<file path="src/rtl/pulse_step_counter.sv">
// Debounced pulse-driven modulo-MODULUS up/down counter with wrap or saturate
// behaviour, a terminal pulse and a per-step strobe.
module pulse_step_counter #(
   parameter int WIDTH       = 2,
   parameter int MODULUS     = 4,
   parameter int SYNC_STAGES = 2,
   parameter int FILTER      = 4
) (
   input  logic             clk,
   input  logic             rst,
   input  logic             count,
   input  logic             dir,
   input  logic             sat,
   input  logic             clr,
   output logic [WIDTH-1:0] s_out,
   output logic             cnt,
   output logic             edge_o
);

   localparam int SW = $clog2(FILTER + 1);
   localparam logic [SW-1:0]  FILT   = SW'(FILTER);
   localparam logic [SW-1:0]  ST_ONE = SW'(1);
   localparam logic [WIDTH:0] MOD    = (WIDTH + 1)'(MODULUS);
   localparam logic [WIDTH:0] LAST   = (WIDTH + 1)'(MODULUS - 1);
   localparam logic [WIDTH:0] ONE    = (WIDTH + 1)'(1);
   localparam logic [WIDTH:0] ZERO   = (WIDTH + 1)'(0);

   logic [SYNC_STAGES-1:0] sync_r;
   logic                   prev_r;
   logic [SW-1:0]          stab_r;
   logic                   lvl_r;
   logic                   armed_r;

   logic                   count_s;
   logic [SW-1:0]          stab_next_s;
   logic                   commit_s;
   logic                   step_s;
   logic [WIDTH:0]         cur_s;
   logic [WIDTH:0]         up_s;
   logic [WIDTH:0]         dn_s;
   logic [WIDTH-1:0]       next_s;
   logic                   cnt_next_s;

   assign count_s = sync_r[SYNC_STAGES-1];

   // Stability run length; a commit happens on every edge the run sits at FILTER.
   always_comb begin
      stab_next_s = stab_r;
      if (count_s != prev_r) begin
         stab_next_s = ST_ONE;
      end else if (stab_r >= FILT) begin
         stab_next_s = FILT;
      end else begin
         stab_next_s = stab_r + ST_ONE;
      end
      commit_s = (stab_next_s == FILT);
      step_s   = commit_s && count_s && !lvl_r && armed_r;
   end

   // Synchroniser, stability counter and committed level.
   always_ff @(posedge clk or posedge rst) begin
      if (rst) begin
         sync_r  <= '0;
         prev_r  <= 1'b0;
         stab_r  <= '0;
         lvl_r   <= 1'b0;
         armed_r <= 1'b0;
      end else begin
         sync_r <= {sync_r[SYNC_STAGES-2:0], count};
         prev_r <= count_s;
         stab_r <= stab_next_s;
         if (commit_s) begin
            lvl_r   <= count_s;
            armed_r <= 1'b1;
         end
      end
   end

   // Next state in WIDTH+1 bits so the up-step can be compared against MODULUS.
   always_comb begin
      cur_s      = {1'b0, s_out};
      up_s       = cur_s + ONE;
      dn_s       = cur_s - ONE;
      next_s     = s_out;
      cnt_next_s = 1'b0;
      case ({sat, dir})
         2'b00: begin
            if (up_s >= MOD) begin
               next_s     = '0;
               cnt_next_s = 1'b1;
            end else begin
               next_s     = up_s[WIDTH-1:0];
               cnt_next_s = 1'b0;
            end
         end
         2'b01: begin
            if (cur_s == ZERO) begin
               next_s     = LAST[WIDTH-1:0];
               cnt_next_s = 1'b1;
            end else begin
               next_s     = dn_s[WIDTH-1:0];
               cnt_next_s = 1'b0;
            end
         end
         2'b10: begin
            if (cur_s >= LAST) begin
               next_s     = s_out;
               cnt_next_s = 1'b0;
            end else begin
               next_s     = up_s[WIDTH-1:0];
               cnt_next_s = (up_s == LAST);
            end
         end
         2'b11: begin
            if (cur_s == ZERO) begin
               next_s     = s_out;
               cnt_next_s = 1'b0;
            end else begin
               next_s     = dn_s[WIDTH-1:0];
               cnt_next_s = (dn_s == ZERO);
            end
         end
         default: begin
            next_s     = s_out;
            cnt_next_s = 1'b0;
         end
      endcase
   end

   // Clear wins over a coincident step, but the step strobe is still reported.
   always_ff @(posedge clk or posedge rst) begin
      if (rst) begin
         s_out  <= '0;
         cnt    <= 1'b0;
         edge_o <= 1'b0;
      end else begin
         edge_o <= step_s;
         if (clr) begin
            s_out <= '0;
            cnt   <= 1'b0;
         end else if (step_s) begin
            s_out <= next_s;
            cnt   <= cnt_next_s;
         end else begin
            cnt   <= 1'b0;
         end
      end
   end

endmodule

</file>
<file path="config.mk">
export PLATFORM = sky130hd
export DESIGN_NAME = pulse_step_counter
export DESIGN_NICKNAME = d
export VERILOG_FILES = /design/src/rtl/pulse_step_counter.sv
export SDC_FILE = /design/constraint.sdc
export NUM_CORES = 1
export LEC_CHECK = 0
export ABC_AREA = 1
export BUFFER_PORTS_ARGS = -buffer_cell sky130_fd_sc_hd__buf_4
export CAP_MARGIN = 20
export CORE_UTILIZATION = 52
export CTS_CLUSTER_DIAMETER = 30
export CTS_CLUSTER_SIZE = 24
export DETAILED_ROUTE_END_ITERATION = 12
export PLACE_DENSITY = 0.75
export SLEW_MARGIN = 10
export SYNTH_ARGS = -nofsm -noshare
export SYNTH_HDL_FRONTEND = slang
export SYNTH_SLANG_ARGS = --single-unit
</file>
<file path="constraint.sdc">
create_clock -name clk -period 2.2 [get_ports clk]
set_input_delay 0.33 -clock clk [delete_from_list [all_inputs] [get_ports clk]]
set_output_delay 0.33 -clock clk [all_outputs]
set_load 0.1 [all_outputs]
</file>
==> flow_summary.ini, run 1 <==
[routing]
first_iter_violations = 26
drt.antenna.violating_nets = 0
post_drt_via_cell_ratio = 5.23
postRouteWirelength_um = 1290
avgRoutedWirePerCell_um = 12.2
dr_total_vias = 549
drt_first_pass_iters = 4
remaining_drc_errors = 0

[placement]
place.port_buffers = 9
placement.cell_area_um2 = 761
hpwlAfterDp_um = 1000
place_congestion = 0.797

[critical_path]
path_type_of_the_worst_setup_path = flop to flop
r2r_start = stab_r[0]
worst_ep_required_time_ns = 2.37
critical_path.reg2reg.endpoint = s_out[1]
reg2reg_depth = 8
critical_path.max_fanout = 4
r2r_slack_ns = 0.73
cp-end-kind = flop
setup.worst_path.start_class = flop
crit_arrival_ns = 1.64

[grt]
number_of_global_route_vias_before_repair = 548
first_pass_grt_wire_length_um = 2240
globalRouteTotalUtil_pct = 22.9
overflow = 0
grt_start_max_net_pins = 13
number_of_antenna_violations_at_the_first_check_in_global_routing = 0

[synth]
synth_cell_type_count = 16
yosysWarningCount = 0
synth.ff_latch_count = 12
mapped_nets = 92
syn_area_um2 = 676
synth-seq-area-share_pct = 44.4
synth.avg_cell_area_um2 = 8.55
syn-instance-count = 79

[sta]
grt_setup_unrepaired = false
fin_crit_ns = 1.47
finalHoldWorstSlack_ns = 0.0578
setup_viol_count_final = 0
worst_clock_skew_ns = 0.00289
total_count_of_hold_check_failures_in_the_final_report = 0
maxClockFrequency_ghz = 0.679
min_period_over_period_pct = 66.9
worst_slew_margin_rel_pct = 69.6
setup_tns_ns = 0
tightestPinTransition_ns = 0.455
slew_violations = 0

[clock_network]
postCtsSetupRepairBufs = 0
clock_path_buffers = 2
numCtsBuffers = 3
cts-hold-fix-buffers = 0
cts_resized = 0
clock_insertion_delay_worst_skew_ns = 0.27
worst_setup_hold_path_clk_slew_ns = 0.07
clk_root_buffer_cell = clkbuf_4
clock_tree_from_tritoncts = done
cts.htree.levels = 1
clock_tree_sinks = 12

[final_layout]
finish.net_count = 106
syn_to_final_growth_pct = 15.9
layout.cells.most_common_list = 15 x inv_1, 12 x dfrtp_1, 11 x nand3_1
design_area_um2 = 783
most_frequent_standard_cell_in_the_layout_excluding_fill_and_tap_cells = inv_1
insertedDiodeCount = 0
drive_gt1_share_pct = 20.9

[power_and_ir_drop]
power_density_mw_per_mm2 = 1020
leakage_power_uw = 0.000435
ir_worst_vdd_mv = 0.710

[floorplanning]
initial_util_pct = 58.4
dieArea_mm2 = 0.00145
rows = 12
design.portCount = 10
core_area_mm2 = 0.00116
die_y_um = 38.0
dieWidth_um = 38.0

[flow_run]
drv_cap = 0

[min_path]
hp-class = input pin to async pin

[run_status]
outcome = finished, final reports clean
-- power by group --
| group | total, uW | switching [uW] | internal [uW] |
|---|---|---|---|
| registers | 317 | 45.7 | 271 |
| logic | 346 | 240 | 107 |
| clock network | 134 | 70.4 | 63.5 |
| total | 797 | 356 | 441 |
-- state kept, by name (all words and copies together), names as in the netlist --
| name | flops |
|---|---|
| edge_o | 1 |
| stab_r | 3 |
| lvl_r | 1 |
| sync_r | 2 |
| s_out | 2 |
| armed_r | 1 |
| prev_r | 1 |
| cnt | 1 |
-- worst max-delay path, stage by stage (launching register included) --
cell and delay (ns):
dfrtp_1 0.39, inv_1 0.07, ha_1 0.31, inv_1 0.08, a21oi_1 0.09, nor2_1 0.16
nand4_1 0.12, nand3_1 0.09, nand2_1 0.06
-- Yosys cell counts --
library cell  number  area, um^2
inv_1             15        56.3
dfrtp_1           12         300
nand3_1           11        55.1
nand2_1           10        37.5
ha_1               7        87.6
nor2_1             4        15.0
a21oi_1            3        15.0
nand2_2            3        18.8
nor3_1             3        15.0
o21ai_0            3        15.0
inv_2              2        7.51
nand4_1            2        12.5
nand4_2            1        12.5
nor2_4             1        11.3
o211ai_1           1        7.51
xnor2_1            1        8.76
-- stage by stage --
stage / utilization, % / worst slack (ns) / power, uW / instances
4_1_cts: 67.7 / 0.735 / 800 / 105
6_report: 67.7 / 0.728 / 797 / 105
3_5_place_dp: 65.8 / 0.749 / 665 / 102
5_1_grt: 67.7 / 0.533 / 860 / 105
2_1_floorplan: - / 0.251 / 581 / 79
3_3_place_gp: 65.8 / 0.794 / 653 / 102
-- worst max path at each step --
stage	startpoint	end	slack (ns)	cells past startpoint
after CTS	stab_r[0]	s_out[1]	0.73	8
final	stab_r[0]	s_out[1]	0.73	8
after floorplan	s_out[0]	s_out[0]	0.25	8
after global routing	stab_r[0]	s_out[0]	0.53	8
after global placement	stab_r[0]	s_out[1]	0.79	8
after detailed placement	stab_r[0]	s_out[0]	0.75	8
-- cells by family (layout without fill, tap and decap cells) --
family | after synthesis | after routing | synth area share (%)
buffers and inverters | 17 | 29 | 9.44
xor gates and xnor gates | 1 | 1 | 1.30
AOI/OAI and AO/OA | 7 | 7 | 5.55
DFF | 12 | 12 | 44.4
and+or+nand+nor | 35 | 35 | 26.3
adders and majority gates | 7 | 7 | 13.0
-- area by class of cell --
cell class                 instances  area (um^2)
sequential                        12          300
fill                              92          373
timing repair buffer               9         67.6
clock buffer                       3         22.5
multi-input combinational         50          312
tap                               14         17.5
inverter                          17         63.8
-- per-layer routing --
| layer | share of wire, % | global-route usage, % | vias up |
|---|---|---|---|
| met5 | 0 | 0 | - |
| met4 | 1.6 | 10.7 | 0 |
| met3 | 8.2 | 8.14 | 4 |
| met2 | 44 | 34.7 | 22 |
| met1 | 46 | 28.8 | 246 |
| li1 | - | - | 277 |
Note: power is estimated with default switching activity, not from simulation.
==> run 2, diff against run 1 <==
ABC_AREA = 0   (was 1)
CORE_AREA = 2 2 39 41   (was default)
CORE_UTILIZATION = default   (was 52)
DIE_AREA = 0 0 41 43   (was default)
PLACE_DENSITY = 0.71   (was 0.75)
clock period = 1.5 ns   (was 2.2 ns; I/O delays follow)
==> run 2 against run 1 <==
- first-iteration DRC count fell by 92%
- non-clock buffer count up 3
- design area up 8.9%
- clock skew increased by 0.0047 ns
- largest cell class unchanged
- sequential power up 22%
- critical path type unchanged
==> flow_summary.ini, run 2 <==
[routing]
post_drt_via_cell_ratio = 4.91
drt.antenna.violating_nets = 0
first_iter_violations = 2
remaining_drc_errors = 0
postRouteWirelength_um = 1000
avgRoutedWirePerCell_um = 11.7
drt_first_pass_iters = 4
dr_total_vias = 422

[clock_network]
clock_insertion_delay_worst_skew_ns = 0.26
clock_path_buffers = 2
numCtsBuffers = 3
worst_setup_hold_path_clk_slew_ns = 0.07
clock_tree_sinks = 12
cts.htree.levels = 1
clock_tree_from_tritoncts = done
clk_root_buffer_cell = clkbuf_4

[final_layout]
top_register = stab_r
most_frequent_standard_cell_in_the_layout_excluding_fill_and_tap_cells = buf_4
finish.cell_count_without_fillers = 86
utilization_pct = 61.7
largest_reg_flops = 3
syn_to_final_growth_pct = 30.7
finish.net_count = 84
drive_gt1_share_pct = 47.1
largest_registers = stab_r (3), s_out (2), sync_r (2)
insertedDiodeCount = 0
layout.cells.most_common_list = 11 x buf_4, 10 x dfrtp_1, 5 x inv_1

[sta]
slew_violations = 0
worst_slew_margin_rel_pct = 71.3
setup_viol_count_final = 0
total_count_of_hold_check_failures_in_the_final_report = 0
fin_crit_ns = 1.43
worst_clock_skew_ns = 0.00754
finalHoldWorstSlack_ns = 0.0621
min_period_over_period_pct = 95.1
maxClockFrequency_ghz = 0.701
grt_setup_unrepaired = false
tightestPinTransition_ns = 0.431

[grt]
grt_start_max_net_pins = 13
number_of_antenna_violations_at_the_first_check_in_global_routing = 0
overflow = 0
globalRouteTotalUtil_pct = 14.8
first_pass_grt_wire_length_um = 1770
number_of_global_route_vias_before_repair = 445

[synth]
syn-instance-count = 54
yosysWarningCount = 0
netlist.area_leader.share_pct = 46.0
synth.ff_latch_count = 12
synth_top_area_cell = dfrtp_1
synth_cell_type_count = 26
netlist_top_cells_area = dfrtp_1 46%, ha_1 13%, inv_1 4.6%, mux4_1 4.0%, nand3b_4 3.1%
synth.avg_cell_area_um2 = 12.1
yosys_most_used_dff = dfrtp_1
ys_top_cells_by_count = 12 x dfrtp_1, 8 x inv_1, 7 x ha_1, 3 x nand2_1
synth-async-reset-ratio_pct = 100
synth-edff-count = 0
post-synth-top-count-cell = dfrtp_1
synth-seq-area-share_pct = 46.0
mapped_nets = 67
syn_area_um2 = 653

[flow_run]
drv_cap = 0

[placement]
placed_cells = 80
place.port_buffers = 9
place_congestion = 0.764
hpwlAfterDp_um = 798

[critical_path]
r2r_slack_ns = 0.07
critical_path.max_fanout = 6
path_type_of_the_worst_setup_path = flop to flop
cp-end-kind = flop
critical_path.reg2reg.endpoint = cnt
r2r_start = s_out[1]
worst_ep_required_time_ns = 1.66
crit_arrival_ns = 1.58
setup.worst_path.start_class = flop
reg2reg_depth = 3

[floorplanning]
die_y_um = 43
dieArea_mm2 = 0.00176
initial_util_pct = 47.2
rows = 14
core_area_mm2 = 0.00138
dieWidth_um = 41
design.portCount = 10

[min_path]
hold_depth = 1
whs_endpoint = sync_r[0]
holdCritStartpoint = count
hp-class = input pin to flop

[power_and_ir_drop]
leakage_power_uw = 0.000396
ir_worst_vdd_mv = 0.488
power_density_mw_per_mm2 = 935

[run_status]
outcome = finished, final reports clean
run 2: cell count changes after synthesis, moves of 3 or more:
cell and change:
inv_1 -7, nand2_1 -7, nand3_1 -11, nor3_1 -3
run 2: cell families after synthesis:
kind of cell,synth area share (%)
muxes,7.85
DFF,46.0
buffers and inverters,4.60
xor gates and xnor gates,2.68
adders and majority gates,13.4
and+or+nand+nor,13.2
AOI/OAI and AO/OA,12.3
run 2: layout make-up:
class / instances / area (um^2)
clock buffers: 4 / 26.3
well taps: 16 / 20.0
flip-flops and latches: 12 / 308
inverters: 8 / 35.0
multi-input cells: 34 / 372
fillers: 124 / 531
repair buffers: 12 / 92.6
run 2: stage by stage:
step	setup TNS, ns	area, um^2	power [uW]	worst slack [ns]
floorplan	-0.118	702	538	-0.0727
global placement	0	797	585	0.0425
detailed placement	0	797	590	0.0563
CTS	0	833	793	0.0397
global route	0	853	853	0.00638
finish	0	853	798	0.0732
run 2: critical path, cell delays in order (launching register included):
cell and delay, ns:
dfrtp_4 0.54, ha_2 0.20, mux4_2 0.43, and3_1 0.15
run 2: worst max path at each step:
stage	startpoint	to	cells past startpoint
floorplan	s_out[1]	cnt	4
global placement	stab_r[0]	s_out[1]	6
detailed placement	stab_r[0]	s_out[1]	6
CTS	stab_r[0]	s_out[1]	6
global route	stab_r[0]	s_out[1]	6
finish	s_out[1]	cnt	3
run 2: per-layer routing:
metal	global-route usage, %	vias to the layer above	part of all wire [%]
met5	0	-	0
met4	6.00	0	0.60
met3	3.14	2	2.0
met2	23.4	5	53
met1	18.6	199	44
li1	-	216	-
run 2: repair_timing:
| action | CTS | global route |
|---|---|---|
| setup endpoints to repair | 0 | 2 |
| endpoints found under the hold margin | 12 | 0 |
| resized for setup | 0 | 2 |
| buffers inserted | 0 | 1 |
| hold buffers | 1 | 0 |
run 2: where the power goes:
group          switching (uW)  leakage, uW  internal (uW)
sequential               25.6     0.000142            362
combinational             108     0.000239            104
clock                    95.1    0.0000150            103
total                     229     0.000396            569
==> run 3, diff against run 2 <==
CORE_AREA = default   (was 2 2 39 41)
CORE_UTILIZATION = 45   (was default)
DIE_AREA = default   (was 0 0 41 43)
PLACE_DENSITY = 0.67   (was 0.71)
==> run 3 against run 2 <==
- wire length increased by 9.6%
- final cell count down 2.3%
- critical path depth rose by 3
- non-clock buffer count did not move
- via count decreased by 1.4%
- sequential power about the same
- sequential share of layout area rose by 0.21 points
- first-iteration DRC count grew to 3.0 times the previous value
- power decreased by 0.37%
- count of clock-buffer cells in the layout is 1 lower
- critical endpoint is now s_out[1]
- highest routed layer is now met3
==> flow_summary.ini, run 3 (synthesized netlist as in run 2, its figures left out) <==
[power_and_ir_drop]
pwr-share-seq_pct = 48.9
power.share.clock_pct = 24.0
power_frac_comb_pct = 27.1
netSwitchingFraction_pct = 29.6
internal_power_uw = 560
power.switching_uw = 235
leakage_power_uw = 0.000395
ir_worst_vdd_mv = 0.563
power_density_mw_per_mm2 = 937

[run_status]
outcome = finished, final reports clean

[final_layout]
syn_to_final_growth_pct = 29.9
insertedDiodeCount = 0
finish.net_count = 84
fillers = 102
multiInputGateArea_um2 = 372
largest_registers = stab_r (3), s_out (2), sync_r (2)
most_frequent_standard_cell_in_the_layout_excluding_fill_and_tap_cells = buf_4
largest_reg_flops = 3
finish.cell_count_without_fillers = 84
layout.cells.most_common_list = 11 x buf_4, 10 x dfrtp_1, 5 x inv_1
area.sequential_um2 = 308
top_register = stab_r
utilization_pct = 64.4
drive_gt1_share_pct = 47.8

[min_path]
hp-class = input pin to flop

[placement]
place_ws_ns = 0.0346
hpwlAfterDp_um = 840
placed_cells = 79
place_congestion = 0.690
place.port_buffers = 9

[routing]
avgRoutedWirePerCell_um = 13.1
post_drt_via_cell_ratio = 4.95
dr_total_vias = 416
drt_first_pass_iters = 3
first_iter_violations = 6
drt.antenna.violating_nets = 0
remaining_drc_errors = 0
postRouteWirelength_um = 1100

[sta]
setup_viol_count_final = 0
fin_crit_ns = 1.43
worst_clock_skew_ns = 0.00712
total_count_of_hold_check_failures_in_the_final_report = 0
min_period_over_period_pct = 95.0
maxClockFrequency_ghz = 0.702
tightestPinTransition_ns = 0.452
post-route-worst-setup-slack_ns = 0.0750
worst_slew_margin_rel_pct = 69.9
slew_violations = 0
finalHoldWorstSlack_ns = 0.0643

[floorplanning]
dieWidth_um = 40.1
design.portCount = 10
rows = 13
initial_util_pct = 49.6
core_area_mm2 = 0.00132
die_y_um = 40.1
dieArea_mm2 = 0.00161

[grt]
grt_start_max_net_pins = 13
number_of_global_route_vias_before_repair = 400
globalRouteTotalUtil_pct = 16.4
number_of_antenna_violations_at_the_first_check_in_global_routing = 0
first_pass_grt_wire_length_um = 1630
overflow = 0

[critical_path]
cp_cell_sequence = inv_1 -> ha_4 -> nand3b_4 -> a21oi_4 -> a21oi_2 -> a311oi_1
setup.worst_path.start_class = flop
timing.critical_path.max_delay_family = compound AO/OA/AOI/OAI gates
cp-end-kind = flop
critical_path.max_fanout = 5
worst_ep_required_time_ns = 1.67
crit_arrival_ns = 1.59
worst_path_max_delay_cell = dfrtp_1
path_type_of_the_worst_setup_path = flop to flop
critical_path_buf_inv_count = 1
critical_path.max_stage_delay_ns = 0.39

[clock_network]
clock_tree_sinks = 12
clock_tree_from_tritoncts = done
numCtsBuffers = 3
worst_setup_hold_path_clk_slew_ns = 0.07
clock_insertion_delay_worst_skew_ns = 0.27
clock_path_buffers = 2
cts.htree.levels = 1
clk_root_buffer_cell = clkbuf_4

[flow_run]
drv_cap = 0
## run 3: what timing repair did
| action | in CTS | in global routing |
|---|---|---|
| setup buffers | 0 | 1 |
| gates resized for setup | 0 | 2 |
| endpoints found under the hold margin | 12 | 0 |
| hold buffers | 1 | 0 |
| endpoints found under the setup margin | 0 | 1 |
## run 3: cell type report
| type | instances | share of cell area, % |
|---|---|---|
| multi-input combinational | 34 | 43.8 |
| sequential | 12 | 36.3 |
| timing repair buffer | 12 | 10.9 |
| inverter | 8 | 4.13 |
| clock buffer | 3 | 2.65 |
| tap | 15 | 2.21 |
## run 3: metal layers
layer / wire length (um) / track usage [%]
met1: 488 / 18.6
met2: 583 / 26.6
met3: 28 / 7.22
met4: 0 / 6.90
met5: 0 / 0
## run 3: power by group through the flow
stage / logic (uW) / registers, uW / clock network (uW)
floorplan: 135 / 403 / 0
global placement: 194 / 394 / 0
detailed placement: 197 / 396 / 0
CTS: 199 / 389 / 199
global route: 236 / 394 / 211
finish: 215 / 388 / 191
## run 3: through the flow
step | cell area (um^2) | power, uW | TNS [ns]
2_1_floorplan | 702 | 538 | -0.118
3_3_place_gp | 796 | 588 | 0
3_5_place_dp | 796 | 592 | 0
4_1_cts | 828 | 787 | 0
5_1_grt | 848 | 840 | -0.00941
6_report | 848 | 795 | 0
## run 3: worst paths after layout
check,start,to,slack [ns],cells past startpoint
worst max-delay path,stab_r[1],s_out[1],0.07,6
worst min-delay path,count,sync_r[0],0.06,1
worst max register to register,stab_r[1],s_out[1],0.07,6
worst min register to register,sync_r[0],sync_r[1],0.36,0
max in group asynchronous,rst,s_out[1],0.61,3
min in group asynchronous,rst,stab_r[2],0.53,3
## run 3: worst reg2reg max path: stages, from the launching register on
cell and delay, ns:
dfrtp_1 0.39, inv_1 0.09, ha_4 0.20, nand3b_4 0.17
a21oi_4 0.21, a21oi_2 0.08, a311oi_1 0.19
